**config.mk**
```make
export PLATFORM = sky130hd
export DESIGN_NAME = irq_encoder8t3
export DESIGN_NICKNAME = d
export VERILOG_FILES = /design/src/rtl/irq_encoder8t3_pkg.sv /design/src/rtl/irq_encoder8t3_rr_prio_enc8.sv /design/src/rtl/irq_encoder8t3.sv
export SDC_FILE = /design/constraint.sdc
export NUM_CORES = 1
export LEC_CHECK = 0
export CAP_MARGIN = 20
export CORE_MARGIN = 2
export CORE_UTILIZATION = 54
export DETAILED_ROUTE_END_ITERATION = 8
export GPL_ROUTABILITY_DRIVEN = 0
export PLACE_DENSITY = 0.95
export SKIP_CTS_REPAIR_TIMING = 1
export SYNTH_ARGS = -nofsm -noshare
export SYNTH_HDL_FRONTEND = slang
export SYNTH_SLANG_ARGS = --single-unit
```
**constraint.sdc**
```tcl
create_clock -name clk -period 6 [get_ports clk]
set_input_delay 0.9 -clock clk [delete_from_list [all_inputs] [get_ports clk]]
set_output_delay 0.9 -clock clk [all_outputs]
set_load 0.05 [all_outputs]
```
**src/rtl/irq_encoder8t3_pkg.sv**
```systemverilog
// Shared definitions for the 8-source interrupt encoder.
// Contents: FSM state encoding, source count, ID width and mask reset value.
// Latency: n/a (definitions only).  Backpressure: n/a.
package irq_encoder8t3_pkg;

   localparam int N_IRQ = 8;
   localparam int IRQ_ID_W = 3;

   // Mask comes out of reset fully closed so no source can interrupt the CPU
   // before software has configured it.
   localparam logic [N_IRQ-1:0] MASK_RST = 8'hFF;

   typedef enum logic {
      IDLE = 1'b0,
      REQ  = 1'b1
   } irq_state_t;

endpackage

```
**src/rtl/irq_encoder8t3_rr_prio_enc8.sv**
```systemverilog
// Rotating priority encoder: first set bit of req searching ptr, ptr+1, ..., ptr-1.
// Ports: req[7:0] candidates, ptr[2:0] start position; any = some bit set, idx = winner.
// Latency: purely combinational.  Backpressure: none.
module rr_prio_enc8
   import irq_encoder8t3_pkg::*;
(
   input  logic [N_IRQ-1:0]    req,
   input  logic [IRQ_ID_W-1:0] ptr,
   output logic                any,
   output logic [IRQ_ID_W-1:0] idx
);

   logic [2*N_IRQ-1:0]  req_dbl;
   logic [N_IRQ-1:0]    rot;
   logic [IRQ_ID_W-1:0] ffs;

   // Rotating right by ptr moves bit ptr to position 0, so a plain
   // lowest-set-bit search on rot realises the circular search order.
   assign req_dbl = {req, req} >> ptr;
   assign rot     = req_dbl[N_IRQ-1:0];
   assign any     = |req;

   always_comb begin
      ffs = '0;
      // Scan downwards so the lowest set bit is the last one written.
      for (int i = N_IRQ - 1; i >= 0; i--) begin
         if (rot[i]) begin
            ffs = IRQ_ID_W'(i);
         end
      end
   end

   // Undo the rotation; the 3-bit add wraps modulo 8 by construction.
   assign idx = ffs + ptr;

endmodule

```
**src/rtl/irq_encoder8t3.sv**
```systemverilog
// Interrupt encoder: latches rising edges on 8 request lines, masks them, and
// presents one winner (round-robin or fixed priority) to the CPU as irq_req/irq_id.
// Ports: clk, rst (async, active high); irq_in raw lines; mask_we/mask_wdata mask
// write, mask readback; pending latched events; irq_req/irq_id to CPU; irq_ack from CPU.
// Latency: edge sampled at cycle n -> pending at n+1 -> irq_req/irq_id at n+2.
// Backpressure: a presented request is held stable until irq_ack; further
// events accumulate in pending and are presented after at least one idle cycle.
module irq_encoder8t3
   import irq_encoder8t3_pkg::*;
#(
   parameter int N_SRC = 8,   // fixed at 8 in this revision
   parameter int ID_W  = 3,   // must equal clog2(N_SRC)
   parameter int RR_EN = 1    // 1 = round-robin, 0 = fixed priority with bit 0 highest
)
(
   input  logic             clk,
   input  logic             rst,
   input  logic [N_SRC-1:0] irq_in,
   input  logic             mask_we,
   input  logic [N_SRC-1:0] mask_wdata,
   output logic [N_SRC-1:0] mask,
   output logic [N_SRC-1:0] pending,
   output logic             irq_req,
   output logic [ID_W-1:0]  irq_id,
   input  logic             irq_ack
);

   irq_state_t       state;
   irq_state_t       state_nxt;
   logic [N_SRC-1:0] irq_q;
   logic [N_SRC-1:0] rise;
   logic [N_SRC-1:0] eligible;
   logic [N_SRC-1:0] clr;
   logic [ID_W-1:0]  ptr;
   logic [ID_W-1:0]  enc_ptr;
   logic [ID_W-1:0]  win_idx;
   logic             win_any;
   logic             id_load;
   logic             ack_fire;

   assign rise     = irq_in & ~irq_q;
   assign eligible = pending & ~mask;

   // Fixed priority is just the rotating search pinned at bit 0.
   assign enc_ptr  = (RR_EN != 0) ? ptr : '0;

   rr_prio_enc8 u_enc (
      .req (eligible),
      .ptr (enc_ptr),
      .any (win_any),
      .idx (win_idx)
   );

   // ---------------- FSM: state register ----------------
   always_ff @(posedge clk or posedge rst) begin
      if (rst) begin
         state <= IDLE;
      end else begin
         state <= state_nxt;
      end
   end

   // ---------------- FSM: next state ----------------
   always_comb begin
      state_nxt = state;
      case (state)
         IDLE:    if (win_any) state_nxt = REQ;
         REQ:     if (irq_ack) state_nxt = IDLE;
         default: state_nxt = IDLE;
      endcase
   end

   // ---------------- FSM: outputs ----------------
   // irq_req is a decode of the state register, so it is registered and has
   // no combinational path from irq_ack.
   always_comb begin
      irq_req  = (state == REQ);
      id_load  = (state == IDLE) && win_any;
      ack_fire = (state == REQ) && irq_ack;
   end

   assign clr = ack_fire ? (N_SRC'(1) << irq_id) : '0;

   // ---------------- datapath registers ----------------
   always_ff @(posedge clk or posedge rst) begin
      if (rst) begin
         irq_q   <= '0;
         pending <= '0;
         mask    <= MASK_RST;
         ptr     <= '0;
         irq_id  <= '0;
      end else begin
         irq_q <= irq_in;
         // Set is applied after clear so a new edge on the acked source wins.
         pending <= (pending & ~clr) | rise;
         if (mask_we) begin
            mask <= mask_wdata;
         end
         if (id_load) begin
            irq_id <= win_idx;
         end
         if (ack_fire && (RR_EN != 0)) begin
            ptr <= irq_id + 1'b1;
         end
      end
   end

endmodule

```
==> results by group <==
Final layout
  • FF+latch area: 786 um2
  • Final #Nets: 225
  • Area grow syn2layout: 28.5%
  • # diodes: 0
  • Fillers: 201
  • Area occupied by multi-input gates: 883 um2
  • Share of cells above drive strength 1: 17.7%

Worst setup path
  • Critical Path End: irq_id[2]
  • R2r endpoint: irq_id[2]
  • Reg2reg setup slack: 2.78 ns
  • Worst path required time: 6.28 ns
  • Crit Path Category: flip-flop to flip-flop
  • Critical Path Fanout Max: 13
  • Setup crit start: enc_ptr[2]
  • Reg-to-reg startpoint: enc_ptr[2]
  • Critical path data arrival time: 3.50 ns
  • Critical Path Source Type: flip-flop
  • CP endpoint kind: flip-flop
  • R2R cell count: 11

Global routing
  • Initial antenna violation count: 0
  • Vias in the first global route: 1415
  • Total track usage: 24.7%
  • Gr ovfl total: 0
  • First-pass GRT wire length: 6580 um
  • Largest net degree at the start of global routing: 32

Clock network
  • Reg clk slew, reported paths: 0.10 ns
  • Clk buf depth: 2
  • Total CTS buffers: 5
  • Root Buffer: clkbuf_4
  • H-tree Lvls: 2
  • CTS tree: built
  • Sink Count: 31
  • Worst-Skew Late Latency: 0.35 ns

Synthesis
  • Synth top area cells: dfrtp_1, dfstp_2, mux2_2, mux4_1, ha_1
  • YS warnings: 0
  • Mapped Nets: 183
  • Count of cell types in the netlist: 35
  • Average size of a mapped cell: 11.3 um2
  • Number of synthesized flops with an enable pin: 0
  • Post-synth top area cell: dfrtp_1
  • Netlist Area Pre-Place: 1750 um2
  • Post-synth ARST share: 100%
  • Most common flop cell mapped by yosys: dfrtp_1
  • FF+latch count, synth: 31
  • Register area share after synthesis: 44.9%
  • Cell count after synthesis: 155
  • Commonest cells in the netlist: dfrtp_1, nand2_1, inv_1, o21ai_0, mux2_2
  • Synth top area share: 32.9%
  • Cell with the most instances after synthesis: dfrtp_1

Hold path
  • Hold crit path type: flip-flop to flip-flop

Floorplan
  • Area of the core: 3080 um2
  • # rows: 20
  • Chip width: 60.9 um
  • Initial Util: 56.8%
  • Die area: 3710 um2
  • IO Pins: 40
  • Die H: 60.9 um

Pwr
  • Internal power: 0.553 mW
  • Maximum vdd drop: 0.254 mV
  • P_sw: 0.482 mW
  • Pwr Total: 1.03 mW
  • Seq pwr share: 31.8%
  • Cell leakage power: 0.966 nW
  • Clock Power Share: 12.0%
  • PD cells: 460 nW/um2
  • Sw Share: 46.6%
  • Logic gate share of total power: 56.3%

Route
  • Drt total wl: 4130 um
  • # DRC: 0
  • Vias per inst: 5.65
  • Wire length per cell: 17.0 um
  • TritonRoute pass-1 iters: 4
  • Met3 WL: 180 um
  • Max layer used: met4
  • Via count: 1368
  • DR iter-0 viols: 93
  • Post-route ant nets: 0
  • Met2 routed WL: 2110 um
  • Met1 WL: 1780 um

Timing
  • Setup Viol. Count Final: 0
  • Post-Route Skew: 0.0129 ns
  • Final TNS setup: 0 ns
  • Measured slew at the worst slew-check pin: 0.525 ns
  • Slew Limit Fails: 0
  • Final Hold Vio Count: 0
  • Unrepaired setup endpoints after global routing: no
  • Fmax: 311 MHz
  • Max_slew headroom: 65.0%
  • Period utilization: 53.6%
  • Tmin final: 3.22 ns
  • Final worst slack: 2.78 ns

Flow run
  • Max_cap viols: 0

Outcome
  • Status: finished, final reports clean

Placement
  • Input/output buffers: 39
  • Post-DP HPWL: 2990 um
  • Place WS: 2.83 ns
-- layout by cell type (no fill, tap or decap), types with 4 or more instances in the layout --
cell type | Yosys | routed
ha_1 | 7 | 7
nand2_1 | 19 | 19
dfrtp_1 | 23 | 23
inv_1 | 13 | 13
clkbuf_4 | 0 | 5
mux2_2 | 11 | 11
clkdlybuf4s50_1 | 0 | 39
nand2b_1 | 8 | 8
mux4_1 | 4 | 4
dfstp_2 | 8 | 8
nor2_1 | 9 | 9
mux2i_1 | 5 | 5
o21ai_0 | 13 | 13
-- sequential cells by signal (all words and copies together) (netlist names) --
signal,flops
enc_ptr,3
irq_q,8
irq_req,1
irq_id,3
pending,8
mask,8
-- power groups by stage --
| stage | Combinational (mW) | Clock, mW | Sequential [mW] |
|---|---|---|---|
| 2_1_floorplan | 0.338 | 0 | 0.410 |
| 5_1_grt | 0.625 | 0.132 | 0.337 |
| 3_5_place_dp | 0.573 | 0 | 0.330 |
| 3_3_place_gp | 0.547 | 0 | 0.326 |
| 4_1_cts | 0.577 | 0.122 | 0.327 |
| 6_report | 0.582 | 0.124 | 0.329 |
-- cell type report --
| class | instances | share of cell area (%) |
|---|---|---|
| Clock inverter | 2 | 0.556 |
| Sequential cell | 31 | 34.9 |
| Clock buffer | 6 | 1.84 |
| Timing Repair Buffer | 40 | 18.6 |
| Tap cell | 44 | 2.45 |
| Inverter | 14 | 2.34 |
| Multi-Input combinational cell | 105 | 39.3 |
-- worst min-delay path by stage --
| stage | depth (start not counted) | slack [ns] | from | endpoint |
|---|---|---|---|---|
| after detailed placement | 1 | 0.42 | irq_q[0] | pending[0] |
| after floorplan | 1 | 0.40 | irq_q[0] | pending[0] |
| after global routing | 1 | 0.45 | irq_q[0] | pending[0] |
| after global placement | 1 | 0.40 | irq_q[1] | pending[1] |
| after CTS | 1 | 0.43 | irq_q[0] | pending[0] |
| final | 1 | 0.43 | irq_q[2] | pending[2] |
-- through the flow --
stage | utilization, % | hold WS (ns) | cell area (um2) | std cells
after floorplan | - | 0.400 | 1750 | 155
after global placement | 70.4 | 0.403 | 2170 | 233
after detailed placement | 70.4 | 0.417 | 2170 | 233
after CTS | 72.2 | 0.431 | 2220 | 241
after global routing | 73.0 | 0.454 | 2250 | 242
final | 73.0 | 0.429 | 2250 | 242
-- per-layer routing --
metal | vias up | GRT usage (%)
li1 | 627 | -
met1 | 685 | 29.8
met2 | 48 | 43.6
met3 | 8 | 6.18
met4 | 0 | 7.14
met5 | - | 0
-- worst max-delay path: stages (launching register included) --
cell and delay (ns):
dfrtp_1 0.69, mux4_1 0.68, mux2_2 0.29, o21ai_1 0.16, a211oi_1 0.09, nor2_1 0.11, ha_1 0.15, inv_1 0.05
fa_1 0.37, xnor2_1 0.16, nor4b_2 0.27, nand3b_1 0.13
-- cell families (layout without fill, tap and decap cells) --
family	after synthesis	after routing	share of synthesized area, %
multiplexers	25	25	21.2
buffers and inverters	19	62	4.58
XOR/XNOR	1	1	0.501
flip-flops	31	31	44.9
AO/OA/AOI/OAI	18	18	5.58
adder cells (fa/ha/maj)	8	8	6.15
AND/OR/NAND/NOR	53	53	17.0
(Power assumes the default switching activity.)
==> RTL change 1 (same flow settings) <==
Take the reset off `pending` and load it in a clocked block of its own.
--- a/src/rtl/irq_encoder8t3.sv
+++ b/src/rtl/irq_encoder8t3.sv
@@ -87,3 +87,2 @@
          irq_q   <= '0;
-         pending <= '0;
          mask    <= MASK_RST;
@@ -94,3 +93,2 @@
          // Set is applied after clear so a new edge on the acked source wins.
-         pending <= (pending & ~clr) | rise;
          if (mask_we) begin
@@ -107,2 +105,6 @@
 
+   always_ff @(posedge clk) begin
+      pending <= (pending & ~clr) | rise;
+   end
+
 endmodule
Function: changed (a bounded check fails within 4 cycles, from zero or initial values and one cycle with rst high).
==> RTL change 1 against the original RTL <==
  * Synthesized area grew 5.7%
  * Synthesized cell count grew 13%
  * Sequential cell count is the same
  * Setup slack lost 0.60 ns
  * Hold slack gained 0.0019 ns
  * Clock skew grew 0.0015 ns
  * Total power grew 2.2%
  * Final area grew 2.4%
  * Routed wire length shrank 0.53%
  * Highest routed layer unchanged
  * Sequential share of layout area shrank 2.6 points
  * Maximum frequency shrank 16%
  * First-iteration DRC count shrank 41%
  * Count of clock-buffer cells in the layout grew 1
  * Largest power group unchanged
==> RTL change 1: results (changes against the original RTL) <==
** Routing
- The length of the first detailed-routing pass in iterations is 4 (unchanged).
- Routed length on met3 :: 219 µm (+22%)
- The amount of wire on met2 after detailed routing is 2081 µm (-1.4%).
- The wire length on met1 is 1646 µm (-7.3%).
- The iteration-0 DRC count of the detailed router was 55 (-41%).
- Per-cell routed wire length :: 15.66 µm (-8.1%)
- Overall via count from detail_route :: 1520 (+11%)

** Global routing
- The maximum number of pins on one net before global-route repair came to 24 (-25%).
- The aggregate global-route resource usage came to 22.57% (-2.1 points).
- The global-route wire length before repair is 6906 µm (+5.0%).
- The routing usage on met3 was 4.865% (-1.3 points).
- The global routing met2 resource utilization was 36.69% (-6.9 points).
- Met1 track demand over resource in global routing :: 27.28% (-2.5 points)

** Critical path
- Biggest fanout along the worst timing path :: 19 (+6)
- Timing startpoint of the critical path :: enc_ptr[2]
- RR Startpoint :: enc_ptr[2]
- The depth of the worst register-to-register path is 12 (+1).
- The critical path arrival came to 4.09 ns (+0.59 ns).
- The setup path with the least slack is of type reg -> reg.

** Pwr
- The highest ir drop seen on vdd is 249.1 µV (-1.8%).
- Power drawn by the combinational cells :: 591 µW (+2%)
- Power dissipated by switching net loads :: 499.3 µW (+3.6%)
- Clock network power share :: 11.1% (-0.9 points)
- The leakage power of the design came to 0.9804 nW (+1.5%).
- The internal power is 557.8 µW (+0.94%).

** Placed design
- The half-perimeter wire length of the detailed placement result is 2993 µm (about the same).
- The placement-stage worst setup slack was 2.272 ns (-0.5616 ns).
- The placed instance count is 254 (+9.0%).
- The post-placement cell area is 2252 µm² (+3.9%).

** Hold path
- Hold path startpoint :: irq_q[5]
- For hold timing, the worst endpoint is pending[5].

** Layout
- The layout cell share with drive strength beyond 1 is 16.20% (-1.5 points).
- Number of non-filler instances in the completed layout :: 262 (+8.3%)
- The number of nets in the finished design was 243 (+8.0%).

** Yosys
- Sequential cell area fraction in the yosys report :: 40.35% (-4.6 points)
- Post-synth top cells :: 21 x nand2_1, 15 x dfrtp_1, 14 x inv_1, 13 x o21ai_0
- After synthesis, the cell types taking the most area are dfrtp_1 20%, dfstp_2 11%, dfxtp_1 8.7%, mux4_1 5.7%, mux2_2 5.5%.
- The net count after synthesis is 203 (+11%).
- Number of library cell types mapped by synthesis :: 43 (+23%)
- The async set or reset register ratio after synthesis was 74.19% (-26 points).
- Average instance area after synthesis :: 10.56 µm² (-6.4%)

** Run status
- The flow ran to the end, and the final reports show no timing, DRC or antenna violations.

** Timing
- The final worst-path setup slack was 2.182 ns (-0.6000 ns).
- The pin slew with the least headroom to its limit came to 0.8689 ns (+0.3437 ns).
- Clock skew :: 0.01448 ns (+0.001537 ns)
- Worst hold slack across all endpoints :: 0.4310 ns (+0.001886 ns)

** Clock network
- Clock transition at the registers of the reported paths :: 0.10 ns (about the same)
- CTS HTree Levels :: 2 (unchanged)
[RTL change 1: cell type report]
| type | instances | area (µm²) |
|---|---|---|
| tap | 46 | 57.56 |
| timing repair buffer | 39 | 390.4 |
| fill | 242 | 1008 |
| clock buffer | 7 | 45.04 |
| inverter | 14 | 52.55 |
| multi-input combinational | 124 | 1006 |
| sequential | 31 | 745.7 |
| clock inverter | 1 | 5.005 |
[RTL change 1: cells by family after synthesis]
family	Yosys count	synth area share (%)
flip-flops	31	40.35
buffers and inverters	20	5.213
AO/OA/AOI/OAI	27	10.16
XOR/XNOR	1	0.4740
adder cells (fa/ha/maj)	8	5.822
multiplexers	16	14.15
AND/OR/NAND/NOR	72	23.83
[RTL change 1: worst max-delay path, cell delays in order, from the launching register on]
cell	delay, ns
dfrtp_1	0.74
and4bb_2	0.29
or4_1	0.61
nand2b_1	0.20
a21boi_0	0.19
o211ai_1	0.10
a31oi_1	0.20
ha_1	0.17
inv_1	0.05
fa_1	0.38
xnor2_1	0.16
or4b_1	0.57
o211ai_2	0.09
==> RTL change 2 (config.mk and constraints unchanged) <==
Without the edit above. Add an input register stage for `irq_in` and `irq_ack`; this delays them by one clock. The other inputs are not delayed to match. Comments in the files are not updated.
--- a/src/rtl/irq_encoder8t3.sv
+++ b/src/rtl/irq_encoder8t3.sv
@@ -27,2 +27,10 @@
 
+   logic [N_SRC-1:0] irq_r;
+   logic irq_ack_q;
+
+   always_ff @(posedge clk) begin
+      irq_r     <= irq_in;
+      irq_ack_q <= irq_ack;
+   end
+
    irq_state_t       state;
@@ -40,3 +48,3 @@
 
-   assign rise     = irq_in & ~irq_q;
+   assign rise     = irq_r & ~irq_q;
    assign eligible = pending & ~mask;
@@ -67,3 +75,3 @@
          IDLE:    if (win_any) state_nxt = REQ;
-         REQ:     if (irq_ack) state_nxt = IDLE;
+         REQ:     if (irq_ack_q) state_nxt = IDLE;
          default: state_nxt = IDLE;
@@ -78,3 +86,3 @@
       id_load  = (state == IDLE) && win_any;
-      ack_fire = (state == REQ) && irq_ack;
+      ack_fire = (state == REQ) && irq_ack_q;
    end
@@ -92,3 +100,3 @@
       end else begin
-         irq_q <= irq_in;
+         irq_q <= irq_r;
          // Set is applied after clear so a new edge on the acked source wins.
Function: changed (a bounded check fails within 4 cycles, from zero or initial values and one cycle with rst high).
==> RTL change 2 against the original RTL <==
  * Core utilization shrank 0.51 points
  * Setup slack improved by 0.029 ns
  * Combinational power fell by 2%
  * Hold slack got worse by 0.078 ns
  * Synthesized area increased by 10%
  * Global-route usage decreased by 3.0 points
  * Sequential cell count rose by 9
  * Total power rose by 14%
  * Maximum frequency is 0.91% higher
  * Clock skew fell by 0.0040 ns
  * Non-clock buffer count is the same
  * Routed wire length down 8.2%
  * Final area grew 9.3%
==> RTL change 2: results (changes against the original RTL) <==
** Placed design
- The count of buffers from port buffering came to 39 (unchanged).
- The placement-stage worst setup slack was 2.849 ns (+0.01477 ns).
- Placed cell areas :: 2357 µm² (+8.8%)
- The half-perimeter wire length of the detailed placement result came to 2872 µm (-4.0%).

** Clock network
- The clock edge transition at the registers on the reported setup and hold paths is 0.12 ns (+0.02 ns).
- Clock Path Buffers :: 2 (unchanged)

** Yosys
- Net count of the mapped netlist :: 192 (+4.9%)
- In the synthesized netlist the dominant register cell turns out to be dfrtp_1.
- Synth warnings :: 0 (unchanged)
- The sequential element share of the synthesized area is 50.06% (+5.1 points).
- By area the synthesized netlist is led by dfrtp_1 30%, dfstp_2 11%, dfxtp_1 9.3%, mux2_2 6.4%, mux4_1 5.4%.
- The async set or reset register ratio after synthesis came to 77.50% (-22 points).
- Number of library cell types mapped by synthesis :: 36 (+2.9%)

** Layout
- Fraction of final layout cells with drive strength greater than 1 :: 16.91% (-0.77 points)
- The number of filler instances in the final layout is 217 (+8.0%).
- The number of nets in the finished design was 234 (+4.0%).

** Pwr
- Reported leakage power :: 1.058 nW (+9.6%)
- Highest ir drop seen on vdd :: 249.9 µV (-1.5%)

** Global routing
- First-pass GRT wire length :: 6679 µm (+1.6%)
- Number of antenna violations at the first check in global routing :: 0 (unchanged)
- The maximum number of pins on one net before global-route repair came to 32 (unchanged).
- The aggregate global-route resource usage came to 21.62% (-3.0 points).
- The number of global-route vias before repair was 1478 (+4.5%).

** Hold path
- Kind of path behind the tightest hold check :: reg -> reg
- The path with the worst hold slack has its endpoint at irq_q[3].
- In this run the most critical hold path is launched from irq_r[3].
- The count of cells along the worst hold path came to 0 (-1).

** Routing
- The total number of vias was 1395 (+2.0%).
- Per-cell routed wire length :: 14.97 µm (-12%)
- Number of search-and-repair iterations in the first detailed-routing pass :: 4 (unchanged)
- Starting DRT DRC Count :: 54 (-42%)

** Critical path
- The largest fanout on the critical path came to 13 (unchanged).
- Arrival time at the worst endpoint :: 3.48 ns (-0.02 ns)
- In this run the critical register-to-register path is launched from enc_ptr[2].

** Run status
- Result of the run :: finished, final reports clean

** Timing
- The maximum clock skew at final layout was 0.008971 ns (-0.003969 ns).
- Headroom to the max-slew limit :: 65.91% (+0.92 points)
RTL change 2: cell types whose count changed in the layout (fill, tap and decap cells not counted), sizes merged:
cell / before / now
bufinv: 0 / 2
clkinv: 1 / 0
clkinvlp: 1 / 0
dfxtp: 0 / 9
RTL change 2: layout make-up:
cell class | count | area, µm² | share of cell area, %
well taps | 46 | 57.56 | 2.341
inverters | 14 | 52.55 | 2.137
flip-flops and latches | 40 | 965.9 | 39.29
repair buffers | 40 | 397.9 | 16.18
multi-input cells | 105 | 883.3 | 35.93
clock inverters | 2 | 60.06 | 2.443
clock buffers | 6 | 41.29 | 1.679
RTL change 2: worst max path at each step:
stage	start	end	slack, ns	cells past startpoint
after floorplan	pending[5]	irq_id[2]	3.00	12
after global placement	enc_ptr[2]	irq_id[2]	2.97	11
after detailed placement	enc_ptr[2]	irq_id[2]	2.85	11
after CTS	enc_ptr[2]	irq_id[2]	2.81	11
after global routing	enc_ptr[2]	irq_id[2]	2.56	11
final	enc_ptr[2]	irq_id[2]	2.81	11
RTL change 2: metrics by stage:
stage / hold WS [ns] / power, mW / std cells
floorplan: 0.3322 / 0.8129 / 164
global placement: 0.3327 / 0.9427 / 245
detailed placement: 0.3370 / 0.9631 / 245
CTS: 0.3530 / 1.180 / 253
global route: 0.3588 / 1.259 / 253
finish: 0.3510 / 1.179 / 253
RTL change 2: logic make-up after synthesis:
kind of cell / count (synthesis) / share of synthesized area [%]
AND/OR/NAND/NOR: 53 / 15.43
flip-flops: 40 / 50.06
multiplexers: 25 / 19.26
buffers and inverters: 19 / 4.150
AO/OA/AOI/OAI: 18 / 5.058
adder cells (fa/ha/maj): 8 / 5.577
XOR/XNOR: 1 / 0.4540
RTL change 2: worst max-delay path, stage by stage, from the launching register on:
cell,delay [ns]
dfrtp_1,0.66
mux4_1,0.67
mux2_2,0.29
o21ai_1,0.15
a211oi_1,0.09
nor2_1,0.12
ha_1,0.16
inv_1,0.05
fa_1,0.37
xnor2_1,0.16
nor4b_2,0.28
nand3b_1,0.14
RTL change 2: power by group:
part           switching, mW  internal (mW)  total [mW]
combinational          0.323          0.250       0.573
clock                 0.0853          0.130       0.215
sequential            0.0719          0.319       0.391
total                  0.480          0.699        1.18
RTL change 2: routing by layer:
metal / vias up / part of all wire [%] / track usage, %
met3: 9 / 5.3 / 6.690
met4: 0 / 2.1 / 9.511
li1: 655 / - / -
met5: - / 0 / 0
met1: 691 / 41 / 26.20
met2: 40 / 52 / 35.66
